### config.mk
export PLATFORM = sky130hd
export DESIGN_NAME = switch_buf_arbiter
export DESIGN_NICKNAME = d
export VERILOG_FILES = /design/src/rtl/switch_buf_arbiter.sv
export SDC_FILE = /design/constraint.sdc
export NUM_CORES = 1
export LEC_CHECK = 0
export BUFFER_PORTS_ARGS = -buffer_cell sky130_fd_sc_hd__buf_2
export CAP_MARGIN = 5
export CORE_MARGIN = 5
export CORE_UTILIZATION = 44
export DETAILED_ROUTE_END_ITERATION = 6
export GPL_ROUTABILITY_DRIVEN = 1
export PLACE_DENSITY = 0.92
export SLEW_MARGIN = 20
export SYNTH_ARGS = -nofsm -noshare
export SYNTH_HDL_FRONTEND = slang
export SYNTH_SLANG_ARGS = --single-unit
### constraint.sdc
create_clock -name clk -period 4.5 [get_ports clk]
set_input_delay 0.675 -clock clk [delete_from_list [all_inputs] [get_ports clk]]
set_output_delay 0.675 -clock clk [all_outputs]
set_load 0.01 [all_outputs]
### src/rtl/switch_buf_arbiter.sv
// switch_buf_arbiter: round-robin arbitration of NUM_PORTS ingress writers into
// one simple dual-port memory run as a circular FIFO, drained by a single
// egress reader. The memory's registered read latency is hidden behind a
// valid-qualified read port (rd_valid one cycle after each accepted pop).
module switch_buf_arbiter #(
    parameter int NUM_PORTS  = 4,
    parameter int MEM_SIZE   = 1024,
    parameter int DATA_WIDTH = 32,
    parameter int ADDR_WIDTH = $clog2(MEM_SIZE)
) (
    input  logic                            clk,
    input  logic                            reset,
    input  logic [NUM_PORTS-1:0]            wr_req,
    input  logic [NUM_PORTS*DATA_WIDTH-1:0] wr_data,
    output logic [NUM_PORTS-1:0]            wr_grant,
    input  logic                            rd_req,
    output logic                            rd_valid,
    output logic [DATA_WIDTH-1:0]           rd_data,
    output logic [ADDR_WIDTH:0]             count,
    output logic                            full,
    output logic                            empty,
    output logic [ADDR_WIDTH-1:0]           mem_ra,
    output logic [ADDR_WIDTH-1:0]           mem_wa,
    output logic [DATA_WIDTH-1:0]           mem_d,
    output logic                            mem_write,
    input  logic [DATA_WIDTH-1:0]           mem_q
);

    localparam int PW = (NUM_PORTS > 1) ? $clog2(NUM_PORTS) : 1;
    localparam int CW = ADDR_WIDTH + 1;
    localparam logic [CW-1:0] FULL_CNT = CW'(MEM_SIZE);

    logic [ADDR_WIDTH-1:0] wr_ptr;
    logic [ADDR_WIDTH-1:0] rd_ptr;
    logic [CW-1:0]         cnt;
    logic [PW-1:0]         rr_ptr;
    logic [PW-1:0]         rr_next;
    logic [PW-1:0]         gnt_idx;
    logic                  gnt_any;
    logic                  push_p0;
    logic                  pop_p0;
    logic                  vld_p1;

    assign full  = (cnt == FULL_CNT);
    assign empty = (cnt == '0);
    assign count = cnt;

    // Round-robin scan starting at rr_ptr; full blocks every grant, even with a pop pending.
    always_comb begin
        int idx;
        logic [PW-1:0] sel;
        wr_grant = '0;
        gnt_idx  = '0;
        gnt_any  = 1'b0;
        idx      = 0;
        sel      = '0;
        for (int i = 0; i < NUM_PORTS; i++) begin
            idx = int'(rr_ptr) + i;
            if (idx >= NUM_PORTS) begin
                idx = idx - NUM_PORTS;
            end
            sel = PW'(idx);
            if (!full && !gnt_any && wr_req[sel]) begin
                gnt_any       = 1'b1;
                gnt_idx       = sel;
                wr_grant[sel] = 1'b1;
            end
        end
    end

    // Steer the granted port's word onto the memory write bus; zero when idle.
    always_comb begin
        mem_d = '0;
        for (int i = 0; i < NUM_PORTS; i++) begin
            if (wr_grant[i]) begin
                mem_d = wr_data[i*DATA_WIDTH +: DATA_WIDTH];
            end
        end
    end

    assign rr_next   = (gnt_idx == PW'(NUM_PORTS - 1)) ? '0 : gnt_idx + PW'(1);
    assign push_p0   = gnt_any;
    assign pop_p0    = rd_req && !empty;

    assign mem_write = gnt_any;
    assign mem_wa    = wr_ptr;
    assign mem_ra    = rd_ptr;

    // ---- stage p0 -> p1: pointer/occupancy update and read-valid alignment with mem_q ----
    // FIFO control state; reset drops any in-flight read but leaves memory untouched.
    always_ff @(posedge clk or posedge reset) begin
        if (reset) begin
            wr_ptr <= '0;
            rd_ptr <= '0;
            cnt    <= '0;
            rr_ptr <= '0;
            vld_p1 <= 1'b0;
        end else begin
            if (push_p0) begin
                wr_ptr <= wr_ptr + ADDR_WIDTH'(1);
                rr_ptr <= rr_next;
            end
            if (pop_p0) begin
                rd_ptr <= rd_ptr + ADDR_WIDTH'(1);
            end
            vld_p1 <= pop_p0;
            case ({push_p0, pop_p0})
                2'b10:   cnt <= cnt + CW'(1);
                2'b01:   cnt <= cnt - CW'(1);
                default: cnt <= cnt;
            endcase
        end
    end

    assign rd_valid = vld_p1;
    assign rd_data  = mem_q;

endmodule
==> run summary, run 1 <==
The run finished with clean final reports. IR analysis of the VDD net gives a maximum drop of roughly 0.4 mV. The core footprint is just over 0.009 mm². For met2 alone, demand over resource in global routing was 0.392. In this run the deepest clock path goes through 2 buffers. Summed over all nets, the switching power comes to around 2.6 mW. The largest net degree at the start of global routing is 45. The layout-stage area growth over the synthesis result is 26.0%.

The fraction of power consumed by combinational cells is 0.831. The number of pins exceeding their max-slew limit in the final report was 0. Grouping stages by cell kind, the critical path spends the most delay in simple AND/OR/NAND/NOR gates.

The number of post-CTS setup repair buffers came out at 0. Counting every instance in the synthesized netlist gives approximately 500. The number of vias per cell came out at 5.52. The share of cells above drive strength 1 is 0.460. The antenna cell count is 0. For this run, the share of the core covered by cells in the final layout is 0.568.

The post-route minimum period is around 4300 ps. The most numerous cell in the Yosys netlist is sky130_fd_sc_hd__nand2_1. The clock slew at the register clock pins of the worst setup and hold paths is roughly 80 ps.

The post-synthesis cell area is between 0.004 and 0.005 mm². The static power due to leakage is around 2.6 nW. sky130_fd_sc_hd__dfrtp_1 takes more of the synthesized area than any other cell.

The wire length per cell after detailed routing came out at 17.3 µm. The number of detailed-routing iterations run before antenna repair came out at 4. The total I/O pin count is 270.

The die footprint is 0.0115 mm². The critical path endpoint category is a primary output. The final setup slack of the worst path is around 240 ps.

The initial detailed-routing violation count is roughly 230. The library cell used as clock root buffer is sky130_fd_sc_hd__clkbuf_8. The area after detailed placement is slightly above 0.005 mm².

The via count of the first global-routing pass is between 4000 and 5000. In the synthesized netlist the dominant register cell turns out to be sky130_fd_sc_hd__dfrtp_1. The insertion delay to the later sink of the worst-skew pair came out at around 290 ps. A synthesized cell averages about 8.4 µm². The sink count of the clock tree came out at 34. The highest cell delay on the worst timing path came out at 490 ps.

The count of buffers inserted at the top-level ports came out at approximately 200. By area the synthesized netlist is led by sky130_fd_sc_hd__dfrtp_1 (20%), sky130_fd_sc_hd__a311oi_2 (10%), sky130_fd_sc_hd__o31ai_2 (8.7%), sky130_fd_sc_hd__buf_4 (6.3%), sky130_fd_sc_hd__a211oi_1 (6.0%). The global-route wire length before repair is 21.0 mm. The count of standard-cell rows is 35.

The largest fanout of any net on the critical path came out at 22. The synthesized netlist net count is approximately 700. The worst clock skew is about 10 ps.

The setup violation total in the final timing report came out at 0. The share of the synthesized area in the top cell type came out at 0.204. Counting both buffers and inverters, the worst setup path holds a total of 3. The fraction of power spent switching nets is 0.531.

The signal on the critical path passes through inv_1, ha_1, mux4_2, nor4b_4, nand2_2, a21o_1, buf_4, a311oi_1, o31ai_1, buf_2. Summing all non-filler instances in the final layout gives an area of approximately 0.0052 mm². The number of endpoints with negative hold slack in the final report is 0. The achievable frequency is 235 MHz. The wire-length estimate of the detail-placed layout is around 11 mm.

The final critical-path share of the clock period is 0.946. In the routed design, unresolved DRC markers number 0. Of the total power, registers draw 0.119. The worst setup path is launched from a register. Counting distinct cell types in the post-synthesis netlist gives between 60 and 70. The post-route worst hold slack is approximately 470 ps. Setup repair after global routing left no endpoint under its margin. Prior to clock tree synthesis, the placed netlist has a worst setup slack of between 400 and 500 ps. The die is between 100 and 150 µm wide. For the pin with the worst max-slew slack, the measured transition is ~730 ps. The worst endpoint data arrival time is 3580 ps. In the global route stage, met1 resource usage came out at 0.271.

The number of enable-type register cells in the synthesized netlist is 0. The post-layout net count is 846. The initial utilization of the core area, before any placement, comes to 0.451. The warning count from the yosys run came out at 0. The total congestion overflow after global routing came out at 0. The share of synthesized area occupied by flip-flops and latches came out at 0.204. Wires add up to roughly 14 mm. The initial antenna violation count is 1. The number of gates resized after cts is 0. For this design the ratio of total power to cell area is approximately 920 mW/mm².

The die extent in y came out at about 110 µm. In the synthesized netlist the async set-or-reset flop fraction comes to 1.00. The global routing usage on met3 is 0.0618. At the end of routability-driven placement, the weighted congestion stood at around 0.91. The count of vias placed by the detailed router is 4358. TritonCTS built the clock tree. The global-route usage over all layers is 0.225.

The max-cap violation count came out at 0. The number of register bits inferred by synthesis is 34. The clock tree synthesis step divided the H-tree into 2 levels.

On the critical path, the stage with the largest delay is an instance of sky130_fd_sc_hd__nor4b_4. The clock network power share came out at 0.050. The total internal power came out at approximately 2.3 mW. The remaining antenna violation count is 0. The critical path is of the reg2out type. The worst min-delay path class is in2async.

The final-layout setup total negative slack is 0 ps. For the worst setup path, the data required time is between 3000 and 4000 ps. The worst max-slew margin expressed relative to the limit is 0.515.

Buffers inserted during clock tree synthesis total 5. The commonest cells after synthesis are sky130_fd_sc_hd__nand2_1 (54), sky130_fd_sc_hd__nor2_1 (49), sky130_fd_sc_hd__inv_1 (48). Hold repair after CTS inserted 0 buffers. In this run the most used layer during global routing was met2.
## cell families after synthesis
logic type	after synthesis	share of synthesized area
DFF	34	0.204
adders and majority gates	19	0.0589
and+or+nand+nor	145	0.159
buffers and inverters	115	0.141
AOI/OAI and AO/OA	153	0.362
muxes	6	0.0268
xor gates and xnor gates	23	0.0484
## tightest hold or removal path, stage by stage
cell                    delay [ps]
sky130_fd_sc_hd__buf_2          90
sky130_fd_sc_hd__inv_1          40
sky130_fd_sc_hd__buf_4         380
## worst paths after layout
path	startpoint	end	slack, ps	depth (start not counted)
min	reset	count[5]$_DFFE_PP0P_	470	3
max	register	mem_d[1]	240	10
max reg2reg	count[0]$_DFFE_PP0P_	count[10]$_DFFE_PP0P_	430	13
min reg2reg	mem_ra[9]$_DFFE_PP0P_	mem_ra[9]$_DFFE_PP0P_	480	1
min in group clk	mem_ra[9]$_DFFE_PP0P_	mem_ra[9]$_DFFE_PP0P_	480	1
max in group asynchronous	reset	mem_ra[1]$_DFFE_PP0P_	3720	3
## routing by layer
metal  share of wire  wire, µm
met3           0.092      1250
met5         0.00088        12
met2            0.51      6960
met1            0.38      5160
met4           0.023       315
## through the flow
stage | total power, mW | std cells
4_1_cts | 4.87 | 790
3_3_place_gp | 4.53 | 782
6_report | 4.83 | 790
5_1_grt | 5.24 | 790
3_5_place_dp | 4.61 | 782
2_1_floorplan | 3.43 | 495
## placed cells by master (no fill, tap or decap), types with 15 or more instances in the layout
cell type and n:
sky130_fd_sc_hd__a211oi_1 33, sky130_fd_sc_hd__ha_1 18, sky130_fd_sc_hd__a311oi_2 29, sky130_fd_sc_hd__buf_4 15
sky130_fd_sc_hd__nand2_1 54, sky130_fd_sc_hd__nor2_1 48, sky130_fd_sc_hd__o31ai_2 29, sky130_fd_sc_hd__inv_1 48
sky130_fd_sc_hd__buf_2 205, sky130_fd_sc_hd__dfrtp_1 34
## state kept, by name, indices dropped and copies added, names as in the netlist, named ones only
register and flops:
count 11, mem_ra 10, mem_wa 10, rd_valid 1, rr_ptr 1
## power by group through the flow
stage	Combinational, mW	Sequential (mW)	Clock (mW)
final	4.02	0.576	0.240
after global placement	3.96	0.573	0
after detailed placement	4.03	0.578	0
after global routing	4.38	0.598	0.259
after CTS	4.04	0.574	0.246
after floorplan	2.82	0.603	0
## final cells by class
type / count / area [µm²]
Sequential cell: 34 / 851
Multi-Input combinational cell: 346 / 2750
Fill cell: 845 / 3990
Clock buffer: 6 / 82.6
Inverter: 50 / 188
Tap cell: 129 / 161
Clock inverter: 2 / 12.5
Timing Repair Buffer: 223 / 1200
Note: power is estimated with default switching activity, not from simulation.
==> run 2: changes to the inputs <==
- RECOVER_POWER: unset -> 50
==> run 2 against run 1 <==
  * The flow now finishes with violations (max-capacitance violations, max-slew violations)
  * Highest routed layer unchanged
  * Largest cell class unchanged
  * Largest power group unchanged
  * Non-clock buffer count unchanged
  * Sequential cell count unchanged
  * Utilization decreased by 0.30 points
  * Worst hold slack improved by 15 ps
==> run summary, run 2 (synthesis results as in run 1) <==
The placement-stage worst setup slack came out at 406 ps (unchanged). The final setup slack of the worst path came out at 249 ps (+5.30 ps). The global-route wire length before repair came out at 21.0 mm (unchanged). The floorplan die width is 107 µm (unchanged). In the layout the commonest cells are sky130_fd_sc_hd__buf_2 (186), sky130_fd_sc_hd__nand2_1 (54), sky130_fd_sc_hd__nor2_1 (48), sky130_fd_sc_hd__inv_1 (48), sky130_fd_sc_hd__dfrtp_1 (34). The post-route minimum period is 4250 ps (-5.30 ps).

Setup repair after global routing left no endpoint under its margin. Leaving out fill and tap cells, the most frequent cell in the layout is sky130_fd_sc_hd__buf_2. The number of flip-flops in the largest register is 11 (unchanged).

The number of post-CTS setup repair buffers was 0 (unchanged). The number of vias per cell came to 5.52 (about the same). The CTS H-tree depth came to 2 (unchanged). The core footprint came out at 0.00924 mm² (unchanged). The post-layout net count came out at 846 (unchanged).

The count of standard-cell rows came out at 35 (unchanged). The number of buffers inserted during clock tree synthesis is 5 (unchanged). The total congestion overflow after global routing came out at 0 (unchanged). The area after detailed placement is 0.00515 mm² (unchanged).

The worst endpoint data arrival time came out at 3580 ps (about the same). The achievable frequency is 235 MHz (+0.12%). The die footprint is 0.0115 mm² (unchanged). The worst setup path is captured at a primary output.

The wire length per cell after detailed routing came to 17.4 µm (+0.34%). The insertion delay to the later sink of the worst-skew pair came out at 290 ps (about the same). The power density normalized to cell area came out at 923 mW/mm² (+0.20%). The static power due to leakage came to 2.51 nW (-2.7%). The highest ir drop seen on vdd came out at 0.404 mV (+0.44%). The final-layout setup total negative slack came to 0 ps (unchanged). The via count of the first global-routing pass came out at 4223 (unchanged). The number of endpoints with negative hold slack in the final report was 0 (unchanged). The setup violation total in the final timing report came out at 0 (unchanged). The largest individual stage delay along the critical path comes from the cell sky130_fd_sc_hd__nor4b_4. The clock slew at the register clock pins of the worst setup and hold paths is 80 ps (about the same). Compared with the post-synthesis result, the final layout area differs by 25.4%.

The die extent in y came out at 107 µm (unchanged). The post-DP HPWL came out at 11.2 mm (unchanged). The critical path is of the reg2out type. The count of buffers inserted at the top-level ports is 205 (unchanged). The sink count of the clock tree is 34 (unchanged). The remaining antenna violation count came to 0 (unchanged).

The worst clock skew came to 9.22 ps (-0.830 ps). The tree is rooted in a sky130_fd_sc_hd__clkbuf_8. The DRC violations left came out at 0 (unchanged).

The total power is 4.82 mW (-0.33%). The final critical-path share of the clock period is 0.945 (-0.00118). The global-route usage over all layers is 0.225 (unchanged). The post-layout utilization of the core is 0.565 (-0.00298).

The initial antenna violation count came to 1 (unchanged). The count of vias placed by the detailed router came out at 4362 (+0.092%). The number of pins exceeding their max-slew limit in the final report is 35 (+35).

The nature of the critical path startpoint is a register. The run finished, with violations left. The total I/O pin count came out at 270 (unchanged). The antenna cell count is 0 (unchanged). The TritonCTS clock tree is built.

The maximum clock path buffer count is 2 (unchanged). The worst max-slew margin expressed relative to the limit is -0.233 (-0.748). The number of hold buffers added after cts is 0 (unchanged).

The number of gates resized after cts came out at 0 (unchanged). The number of filler cells placed in the layout came out at 851 (+0.71%). The data required time at the worst endpoint is 3830 ps (about the same). The signal on the critical path passes through inv_1, ha_1, mux4_2, nor4b_4, nand2_2, a21o_1, buf_4, a311oi_1, o31ai_1, buf_2. The initial detailed-routing violation count came to 230 (-1.7%).

The checks that failed: max-capacitance violations, max-slew violations. The starting utilization of the core area is 0.451 (unchanged). The share of cells above drive strength 1 came out at 0.430 (-0.0303). The actual transition at the worst max-transition pin was 1850 ps (+1120 ps). The final weighted congestion in routability-driven placement came out at 0.909 (unchanged). The max-cap violation count came to 1 (+1). The min-delay analysis places its worst path in the category reg2reg. The largest net degree at the start of global routing came out at 45 (unchanged). The cell area after layout came out at 0.00522 mm² (-0.52%). The number of detailed-routing iterations run before antenna repair is 5 (+1).

The highest cell delay on the worst timing path came out at 490 ps (about the same). The largest fanout of any net on the critical path came out at 22 (unchanged). The total wirelength of the detailed-routed design is 13.7 mm (+0.34%).
## run 2: worst max-delay path, delay by kind of cell (launching register included)
family / cells / cell delay [ps]
and+or+nand+nor: 2 / 870
AOI/OAI and AO/OA: 3 / 730
buffers and inverters: 3 / 460
muxes: 1 / 450
adders and majority gates: 1 / 400
DFF: 1 / 360
## run 2: through the flow
stage                     std cells  hold WS [ps]
final                           790           482
after global routing            790           509
after CTS                       790           480
after detailed placement        782           471
after global placement          782           450
after floorplan                 495           504
## run 2: power breakdown
part	total, mW	switching [mW]	internal [mW]
clock network	0.239	0.116	0.123
registers	0.577	0.147	0.430
logic	4.00	2.30	1.70
total	4.82	2.56	2.25
## run 2: area by class of cell
class	instances	area, µm²	share of cell area
multi-input combinational	346	2750	0.527
timing repair buffer	223	1170	0.224
sequential	34	851	0.163
inverter	50	188	0.0360
tap	129	161	0.0309
clock buffer	6	82.6	0.0158
clock inverter	2	12.5	0.00240
## run 2: path summary, 6_finish.rpt
check	startpoint	endpoint	slack [ps]	cells after the start
setup / recovery	register	mem_d[31]	250	10
hold / removal	mem_ra[9]$_DFFE_PP0P_	mem_ra[9]$_DFFE_PP0P_	480	1
setup reg to reg	count[0]$_DFFE_PP0P_	count[10]$_DFFE_PP0P_	430	13
hold reg to reg	mem_ra[9]$_DFFE_PP0P_	mem_ra[9]$_DFFE_PP0P_	480	1
max in group asynchronous	reset	mem_ra[7]$_DFFE_PP0P_	2400	3
min in group asynchronous	reset	count[4]$_DFFE_PP0P_	1040	3
## run 2: routing by layer
| metal | share of wire | wire, µm | track usage |
|---|---|---|---|
| met1 | 0.39 | 5300 | 0.271 |
| met4 | 0.023 | 317 | 0.0603 |
| met2 | 0.51 | 6980 | 0.392 |
| met3 | 0.083 | 1140 | 0.0618 |
| met5 | 0.00087 | 12 | 0 |
